## config.mk

```make
export PLATFORM = sky130hd
export DESIGN_NAME = program_loader
export DESIGN_NICKNAME = d
export VERILOG_FILES = /design/src/rtl/program_loader.sv
export SDC_FILE = /design/constraint.sdc
export NUM_CORES = 1
export LEC_CHECK = 0
export CAP_MARGIN = 10
export CORE_ASPECT_RATIO = 0.75
export CORE_MARGIN = 10
export CORE_UTILIZATION = 35
export DETAILED_ROUTE_END_ITERATION = 12
export PLACE_DENSITY = 0.6
export SYNTH_ARGS = -nofsm -noshare
export SYNTH_HDL_FRONTEND = slang
export SYNTH_SLANG_ARGS = --single-unit
```

## constraint.sdc

```tcl
create_clock -name clk -period 3 [get_ports clk]
set_input_delay 0.45 -clock clk [delete_from_list [all_inputs] [get_ports clk]]
set_output_delay 0.45 -clock clk [all_outputs]
set_load 0.02 [all_outputs]
```

## src/rtl/program_loader.sv

```systemverilog
// program_loader
//   Writer side of the byte-array program memory behind the ROM read port.
//   A byte stream arriving over a valid/ready handshake is written into a
//   2**ADDR_WIDTH-byte array, starting at base_addr and wrapping at the top.
//   The CPU stays in reset (cpu_hold) until a load finishes cleanly.
//
//   Optional feature macro: PROGRAM_LOADER_CHECKSUM_EN
//     When it is defined, one trailing checksum byte follows the payload. It
//     is not stored. error is set when (payload sum + checksum) mod 256 != 0.
//     When it is undefined, there is no CHECK state and error is tied to 0.
//
// Ports
//   clk        in   system clock, rising edge
//   rst        in   asynchronous reset, active low
//   start      in   begin a load; only sampled in IDLE or DONE
//   base_addr  in   first byte address, sampled with start
//   count      in   payload byte count 0..2**ADDR_WIDTH, sampled with start
//   in_data    in   stream byte
//   in_valid   in   in_data valid
//   in_ready   out  loader accepts in_data
//   mem        out  flat array, byte i at mem[i*8 +: 8]
//   cpu_hold   out  active-high CPU reset
//   busy       out  load in progress
//   done       out  sticky, last load finished
//   error      out  sticky, checksum mismatch on last load
//
// state | meaning
// ------+--------------------------------------------------------
// IDLE  | after reset, waiting for the first start
// LOAD  | accepting payload bytes into mem
// CHECK | accepting the trailing checksum byte (checksum build)
// DONE  | load finished, waiting for the next start

module program_loader #(
  parameter int ADDR_WIDTH = 4
) (
  input  logic                          clk,
  input  logic                          rst,
  input  logic                          start,
  input  logic [ADDR_WIDTH-1:0]         base_addr,
  input  logic [ADDR_WIDTH:0]           count,
  input  logic [7:0]                    in_data,
  input  logic                          in_valid,
  output logic                          in_ready,
  output logic [(2**ADDR_WIDTH)*8-1:0]  mem,
  output logic                          cpu_hold,
  output logic                          busy,
  output logic                          done,
  output logic                          error
);

  localparam logic [ADDR_WIDTH:0] REM_ONE = (ADDR_WIDTH+1)'(1);

  typedef enum logic [1:0] {
    IDLE  = 2'd0,
    LOAD  = 2'd1,
`ifdef PROGRAM_LOADER_CHECKSUM_EN
    CHECK = 2'd2,
`endif
    DONE  = 2'd3
  } state_t;

  state_t                state;
  logic [ADDR_WIDTH-1:0] wr_addr;
  logic [ADDR_WIDTH:0]   remaining;
  logic                  last_payload;

  // The payload ends either immediately (count = 0, no transfer) or on the
  // transfer of the final byte.
  assign last_payload = (remaining == '0) || (in_valid && remaining == REM_ONE);

`ifdef PROGRAM_LOADER_CHECKSUM_EN
  logic [7:0] sum;
  logic [7:0] check_sum;
  logic       error_q;

  assign check_sum = sum + in_data;
  assign error     = error_q;
`else
  assign error     = 1'b0;
`endif

  always_ff @(posedge clk or negedge rst) begin
    if (!rst) begin
      state     <= IDLE;
      mem       <= '0;
      wr_addr   <= '0;
      remaining <= '0;
      in_ready  <= 1'b0;
      busy      <= 1'b0;
      done      <= 1'b0;
      cpu_hold  <= 1'b1;
`ifdef PROGRAM_LOADER_CHECKSUM_EN
      sum       <= '0;
      error_q   <= 1'b0;
`endif
    end else begin
      case (state)
        IDLE, DONE: begin
          if (start) begin
            state     <= LOAD;
            wr_addr   <= base_addr;
            remaining <= count;
            // With count = 0 nothing may be accepted in LOAD, so keep the
            // handshake closed for that one cycle.
            in_ready  <= (count != '0);
            busy      <= 1'b1;
            done      <= 1'b0;
            cpu_hold  <= 1'b1;
`ifdef PROGRAM_LOADER_CHECKSUM_EN
            sum       <= '0;
            error_q   <= 1'b0;
`endif
          end
        end

        LOAD: begin
          if (remaining != '0 && in_valid) begin
            mem[{wr_addr, 3'b000} +: 8] <= in_data;
            wr_addr   <= wr_addr + 1'b1;
            remaining <= remaining - REM_ONE;
`ifdef PROGRAM_LOADER_CHECKSUM_EN
            sum       <= sum + in_data;
`endif
          end
          if (last_payload) begin
`ifdef PROGRAM_LOADER_CHECKSUM_EN
            state    <= CHECK;
            in_ready <= 1'b1;
`else
            state    <= DONE;
            in_ready <= 1'b0;
            busy     <= 1'b0;
            done     <= 1'b1;
            cpu_hold <= 1'b0;
`endif
          end
        end

`ifdef PROGRAM_LOADER_CHECKSUM_EN
        CHECK: begin
          if (in_valid) begin
            state    <= DONE;
            in_ready <= 1'b0;
            busy     <= 1'b0;
            done     <= 1'b1;
            error_q  <= (check_sum != 8'h00);
            cpu_hold <= (check_sum != 8'h00);
          end
        end
`endif

        default: begin
          state    <= IDLE;
          in_ready <= 1'b0;
          busy     <= 1'b0;
        end
      endcase
    end
  end

endmodule

```

# After elaboration in Yosys (flattened, before gate mapping)
# Index checks and enable logic that the tools add are counted.
# W data, S select, Z words.
[totals]
output_inout_bits = 133
inputBits = 21
elab_cells = 51
reg_bits = 143
[classes]
eq_ne = 6
addsub = 3
muxes = 19
shifts = 2
n_reduce_logical = 13
[op_table]
columns = ["op", "n"]
rows = [
  ["$bwmux W128", 1],
  ["$shift A8 B9 Y128 const A", 1],
  ["$shiftx A8 B9 Y128", 1],
  ["$mux W5", 2],
  ["$pmux W5 S2", 1],
  ["$reduce_bool A5 Y1", 2],
  ["$neg A7 Y9", 1],
  ["$mux W4", 2],
  ["$pmux W1 S2", 4],
  ["$pmux W4 S2", 1],
  ["$ne A2 B2 Y1 const B", 3],
  ["$reduce_and A3 Y1", 2],
  ["$eq A5 B1 Y1 const B", 1],
  ["$logic_not A5 Y1", 1],
  ["$mux W1", 5],
  ["$sub A5 B1 Y5 const B", 1],
  ["$add A4 B1 Y4 const B", 1],
  ["$mux W2", 2],
  ["$pmux W2 S2", 1],
  ["$reduce_and A2 Y1", 2],
  ["$eq A2 B1 Y1 const B", 1],
  ["$eq A2 B2 Y1 const B", 1],
  ["$logic_and A1 B1 Y1", 2],
  ["$logic_not A2 Y1", 1],
  ["3 further kinds", 3],
]

# Longest topological paths before layout
# Gate-level depths: netlist (run 1).
[depth]
ltp_word = 5
ltp_mapped = 8
ltp_nobuf = 6

# Worst setup path after synthesis (run 1)
# Ideal clock, no wire load.
[synth_timing]
path_type = "register to register"
start = "register state[1]"
end = "register mem[48]"
t_arrival_ps = 2163
path_buffers = 2
setup_time_ps = 125
period_less_slack_ps = 2288
stages_incl_launch_ff = 9
path_slack_ps = 712
t_required_ps = 2875
path_cell_list = "dfrtp_1 > inv_1 > ha_1 > buf_4 > nand2_2 > nor4b_1 > nor2b_1 > buf_2 > mux2_2"
[synth_via]
elab_chain_len = 2
[synth_lines]
columns = ["element", "line", "text"]
rows = [
  ["start, declared", "63", "state_t state;"],
  ["start signal, assigned", "85", "state <= IDLE;"],
  ["start signal, assigned", "101", "state <= LOAD;"],
  ["start signal, assigned", "131", "state <= DONE;"],
  ["$eq A2 B1 Y1", "98", "case (state)"],
  ["$reduce_and A2 Y1 (no source line)", "--", ""],
  ["end signal, assigned by index", "119", "mem[{wr_addr, 3'b000} +: 8] <= in_data;"],
  ["end, declared", "45", "output logic [(2**ADDR_WIDTH)*8-1:0] mem,"],
]
# Every way passes these cells.
# A chain may end at the register's enable or synchronous reset.

# Worst setup path in the final report (run 1)
[layout_timing]
start = "register remaining[0]"
end = "register mem[15]"
[layout_via]
elab_chain_len = 3
[layout_lines]
columns = ["element", "line", "text"]
rows = [
  ["start, declared", "65", "logic [ADDR_WIDTH:0] remaining;"],
  ["start signal, assigned", "103", "remaining <= count;"],
  ["start signal, assigned", "121", "remaining <= remaining - REM_ONE;"],
  ["$reduce_bool A5 Y1", "118", "if (remaining != '0 && in_valid) begin"],
  ["$logic_and A1 B1 Y1", "118", ""],
  ["$reduce_and A2 Y1 (no source line)", "--", ""],
]
# Every way passes these cells.

==> results_dict.tcl, run 1 <==
set metrics [dict create \
    outcome "finished with violations" \
    violations "hold timing" \
    clkSinkCount 143 \
    wl_per_cell_microns 20.70 \
    place_area_sq_mm 0.007945 \
    tns_ps 0 \
    place.gp.congestion 0.8288 \
    antenna_found_initial 0 \
    track_usage_pct 15.65 \
    leakagePower_nw 3.912 \
    gr-total-overflow 0 \
    met1_length_mm 7.866 \
    p_per_area_mw_per_mm2 1094 \
    crit_type "reg2reg" \
    wl_met3_mm 2.118 \
    num_rows 41 \
    io_buffers 152 \
    endpoint_kind "flop" \
    ys.flop_type "dfrtp_1" \
    max_clock_freq_mhz 389.2 \
    setup_viol 0 \
    synth-seq-area-share_pct 58.68 \
    synthArstFlopShare_pct 100.0 \
    dp.cells 818 \
    yosys-top-cells-area "dfrtp_1, mux2_2, ha_1" \
    die_w_microns 172.5 \
    num_io_pins 154 \
    rsz0062_at_grt "false" \
    cts_max_level 4 \
    grt_pass1_vias 4641 \
    fin_crit_ps 2569 \
    insertion_delay_ps 420 \
    hold_viol 7 \
    cts_tree "built" \
    whs_ps -7.338 \
    cp_data_required_time_ps 3300 \
    synth_seq_cells 143 \
    stdcell_count 848 \
    cts_buffers 17 \
    syn2layout_area_growth_pct 39.34 \
    die_area_sq_mm 0.02317 \
    p_total_mw 9.301 \
    postRouteAntennaNets 0 \
    antenna-diode-count 0 \
    final_common_cell "clkdlybuf4s50_1" \
    multi_input_area_sq_mm 0.002396 \
    fin_skew_ps 10.21 \
    drive_gt1_share_pct 30.07 \
    ctsResizeCount 0 \
    topRoutingLayerUsed "met4" \
    synth_warnings 0 \
    grt_max_degree 58 \
    grt_pass1_wl_mm 27.53 \
    path_max_fanout 10 \
    synth_top_area_share_pct 58.24 \
    synthCells 437 \
    tightest_slew_ps 805.3 \
    vias 4137 \
    vias_per_cell 4.879 \
    route.met2.wl_mm 7.494 \
    die_h_microns 134.3 \
    first_pass_iters 5 \
    ir_worst_vdd_mv 0.6936 \
    synth-edff-count 0 \
    netlist_area_sq_mm 0.006101 \
    yosysUniqueCellTypes 45 \
    synth_nets 467 \
    start_util_pct 35.93 \
    holdCritPathClass "in2async" \
    min_period_over_period_pct 85.65 \
    first_iter_violations 252 \
    cts_max_path_buffers 2 \
    slew_headroom_pct 45.95 \
    synth.largest_area_cell "dfrtp_1" \
    start_kind "flop" \
    finalInstanceArea_sq_mm 0.008501 \
    worstPathArrival_ps 2870 \
    core-area_sq_mm 0.01698 \
    drc 0 \
    clk_pin_slew_ps 60 \
    syn_area_per_cell_sq_um 13.96 \
    cts_root_buf "clkbuf_16" \
    mostFrequentLayoutCells "clkdlybuf4s50_1, dfrtp_1, mux2_2, clkbuf_16, buf_4" \
    holdBufCountCts 0 \
    cts_setup_buffers 0 \
    reg2regPathDepth 6 \
    fin_nets 631 \
    maxSlewViolCount 0 \
    ff_latch_area_sq_mm 0.003580 \
    hpwl_mm 12.72 \
    fillers 1474 \
    wl_mm 17.55 \
    drv_cap 0 \
]
critical path, stage by stage, from the launching register on:
cell and delay, ps:
dfrtp_1 420, inv_1 120, ha_1 180, nor4b_4 490
nor3_1 170, a32oi_2 660, mux2_2 410
report_power, final:
group          internal, mW  switching (mW)
Sequential             2.66           0.504
Combinational          2.03            2.12
Clock                  1.19           0.795
Total                  5.88            3.42
cells by family after synthesis:
logic type / share of synthesized area (%)
fa+ha+maj: 1.846
mux: 24.96
compound gates: 4.779
buf+inv: 2.051
other cells: 0.06147
simple gates: 7.630
flops: 58.68
cells in the mapped netlist, drive strengths merged, types with 2 or more instances:
master / count
and3: 10
a21oi: 10
nand2: 11
nand4: 3
dfrtp: 142
nor3: 8
ha: 9
nor2: 6
or2: 2
nor4: 2
and3b: 2
o22ai: 4
nand3: 3
nand2b: 8
a32oi: 4
nor2b: 5
and2: 8
buf: 12
o21ai: 14
clkbuf: 8
o2bb2a: 2
mux2i: 7
inv: 11
nor4b: 4
mux2: 129
path summary, 6_finish.rpt:
| path | from | to | slack, ps |
|---|---|---|---|
| worst max register to register | remaining[0] | mem[15] | 430 |
| worst max-delay path | remaining[0] | mem[15] | 430 |
| min in group clk | cpu_hold | cpu_hold | 480 |
| max in group asynchronous | rst | mem[111] | 2180 |
| worst min register to register | cpu_hold | cpu_hold | 480 |
| worst min-delay path | rst | mem[38] | -7 |
registers in the layout (all words and copies together) (netlist names):
| register | count |
|---|---|
| in_ready | 1 |
| done | 1 |
| busy | 1 |
| remaining | 5 |
| wr_addr | 4 |
| mem | 128 |
| cpu_hold | 1 |
| state | 2 |
cell type report:
cell class,instances,share of cell area (%)
multi-input cells,263,28.19
well taps,236,3.474
repair buffers,165,19.21
inverters,11,0.4857
clock buffers,21,5.534
clock inverters,9,1.001
flip-flops and latches,143,42.11
stage by stage:
| step | utilization (%) | worst slack (ps) |
|---|---|---|
| 6_report | 50.06 | 430.5 |
| 2_1_floorplan | - | 712.1 |
| 3_5_place_dp | 46.79 | 305.8 |
| 4_1_cts | 50.06 | 441.3 |
| 3_3_place_gp | 46.79 | 317.6 |
| 5_1_grt | 50.06 | 212.7 |
routing by layer:
metal  track usage, %  up-vias
li1                 -     1899
met1            19.70     2101
met5                0        -
met2            22.44      131
met4            3.727        0
met3            9.118        6
Power figures use the tool's default switching activity.
==> run 2: changes to the inputs <==
- CELL_PAD_IN_SITES_DETAIL_PLACEMENT: unset -> 0
- CELL_PAD_IN_SITES_GLOBAL_PLACEMENT: unset -> 2
- CORE_UTILIZATION: 35 -> 33
- PLACE_DENSITY: 0.6 -> unset
- PLACE_DENSITY_LB_ADDON: unset -> 0.3
- SETUP_SLACK_MARGIN: unset -> 0.05
==> run 2 against run 1 <==
  * The run now ends clean
  * Global-route usage down 1.0 points
  * Clock power up 6%
  * Fmax down 4.9%
  * Flip-flop and latch count unchanged
  * First-iteration DRC count down 21%
  * Largest cell class unchanged
==> results_dict.tcl, run 2 (same netlist as run 1, synthesis figures left out) <==
set metrics [dict create \
    setup_viol 0 \
    antenna-diode-count 0 \
    ir_worst_vdd_mv 0.4987 \
    hpwl_mm 13.01 \
    fin_nets 633 \
    die_h_microns 137.8 \
    crit_type "reg2reg" \
    vias 4135 \
    die_w_microns 177 \
    whs_ps 27.20 \
    antenna_found_initial 0 \
    syn2layout_area_growth_pct 40.38 \
    grt_max_degree 70 \
    setup_ws_ps 298.2 \
    fillers 1603 \
    reg.largest.list "mem (128), remaining (5), wr_addr (4)" \
    dp_slack_ps 246.7 \
    num_rows 42 \
    hold_viol 0 \
    cp_data_required_time_ps 3300 \
    ff_latch_area_sq_mm 0.003580 \
    holdCritPathClass "in2async" \
    min_period_over_period_pct 90.06 \
    drive_gt1_share_pct 30.68 \
    leakagePower_nw 3.941 \
    slew_headroom_pct 48.15 \
    outcome "finished clean" \
    start_util_pct 34.05 \
    cts_buffers 17 \
    start_kind "flop" \
    drv_cap 0 \
    ctsResizeCount 0 \
    gr-total-overflow 0 \
    clk_pin_slew_ps 60 \
    mostFrequentLayoutCells "clkdlybuf4s50_1, dfrtp_1, mux2_2, clkbuf_16, buf_4" \
    place.gp.congestion 0.8080 \
    max_clock_freq_mhz 370.1 \
    largest_reg_flops 128 \
    vias_per_cell 4.819 \
    first_pass_iters 4 \
    die_area_sq_mm 0.02438 \
    p_per_area_mw_per_mm2 1092 \
    fin_crit_ps 2702 \
    holdBufCountCts 0 \
    rsz0062_at_grt "false" \
    cts_setup_buffers 0 \
    final_core_util_pct 47.79 \
    cts_max_path_buffers 2 \
    first_iter_violations 200 \
    clkSinkCount 143 \
    postRouteAntennaNets 0 \
    cts_tree "built" \
    wl_per_cell_microns 20.40 \
    num_io_pins 154 \
    maxSlewViolCount 0 \
    multi_input_area_sq_mm 0.002396 \
    tns_ps 0 \
    worstPathArrival_ps 3000 \
    insertion_delay_ps 420 \
    cts_max_level 4 \
    p_total_mw 9.354 \
    path_max_fanout 12 \
    io_buffers 152 \
    regMostFlops "mem" \
    track_usage_pct 14.64 \
    grt_pass1_wl_mm 26.90 \
    endpoint_kind "flop" \
    fin_skew_ps 10.02 \
    core-area_sq_mm 0.01792 \
    tightest_slew_ps 772.6 \
    final_common_cell "clkdlybuf4s50_1" \
    grt_pass1_vias 4499 \
    wl_mm 17.50 \
    cts_root_buf "clkbuf_16" \
    drc 0 \
]
run 2: worst paths after layout:
kind	depth (start not counted)	to	start	slack [ps]
setup / recovery	5	mem[64]	wr_addr[1]	300
hold / removal	1	mem[38]	rst	30
setup reg to reg	5	mem[64]	wr_addr[1]	300
hold reg to reg	2	cpu_hold	cpu_hold	480
max in group asynchronous	2	mem[115]	rst	2180
min in group clk	2	cpu_hold	cpu_hold	480
run 2: final cells by class:
| cell class | instances | area share [%] |
|---|---|---|
| tap | 242 | 3.535 |
| clock inverter | 14 | 1.841 |
| clock buffer | 18 | 5.128 |
| sequential | 143 | 41.80 |
| multi-input combinational | 263 | 27.98 |
| inverter | 11 | 0.4821 |
| timing repair buffer | 167 | 19.24 |
run 2: critical path, cell delays in order (launching register included):
cell and delay [ps]:
dfrtp_1 490, inv_1 120, ha_1 420, nor4_1 690, o21ai_1 480, mux2_2 390
run 2: power breakdown:
group | internal (mW) | switching [mW] | total (mW)
sequential | 2.66 | 0.506 | 3.17
combinational | 2.01 | 2.08 | 4.08
clock | 1.26 | 0.845 | 2.11
total | 5.93 | 3.43 | 9.35
run 2: routing by layer:
layer	GRT usage, %	part of all wire, %	vias up
met4	3.959	0.87	0
met3	7.358	9.8	9
met1	18.96	47	2089
met5	0	0	-
met2	21.09	42	124
li1	-	-	1913
run 2: metrics by stage:
| stage | area, sq um | instances |
|---|---|---|
| after floorplan | 6101 | 437 |
| after detailed placement | 7968 | 826 |
| after global placement | 7968 | 826 |
| after CTS | 8564 | 858 |
| final | 8564 | 858 |
| after global routing | 8564 | 858 |
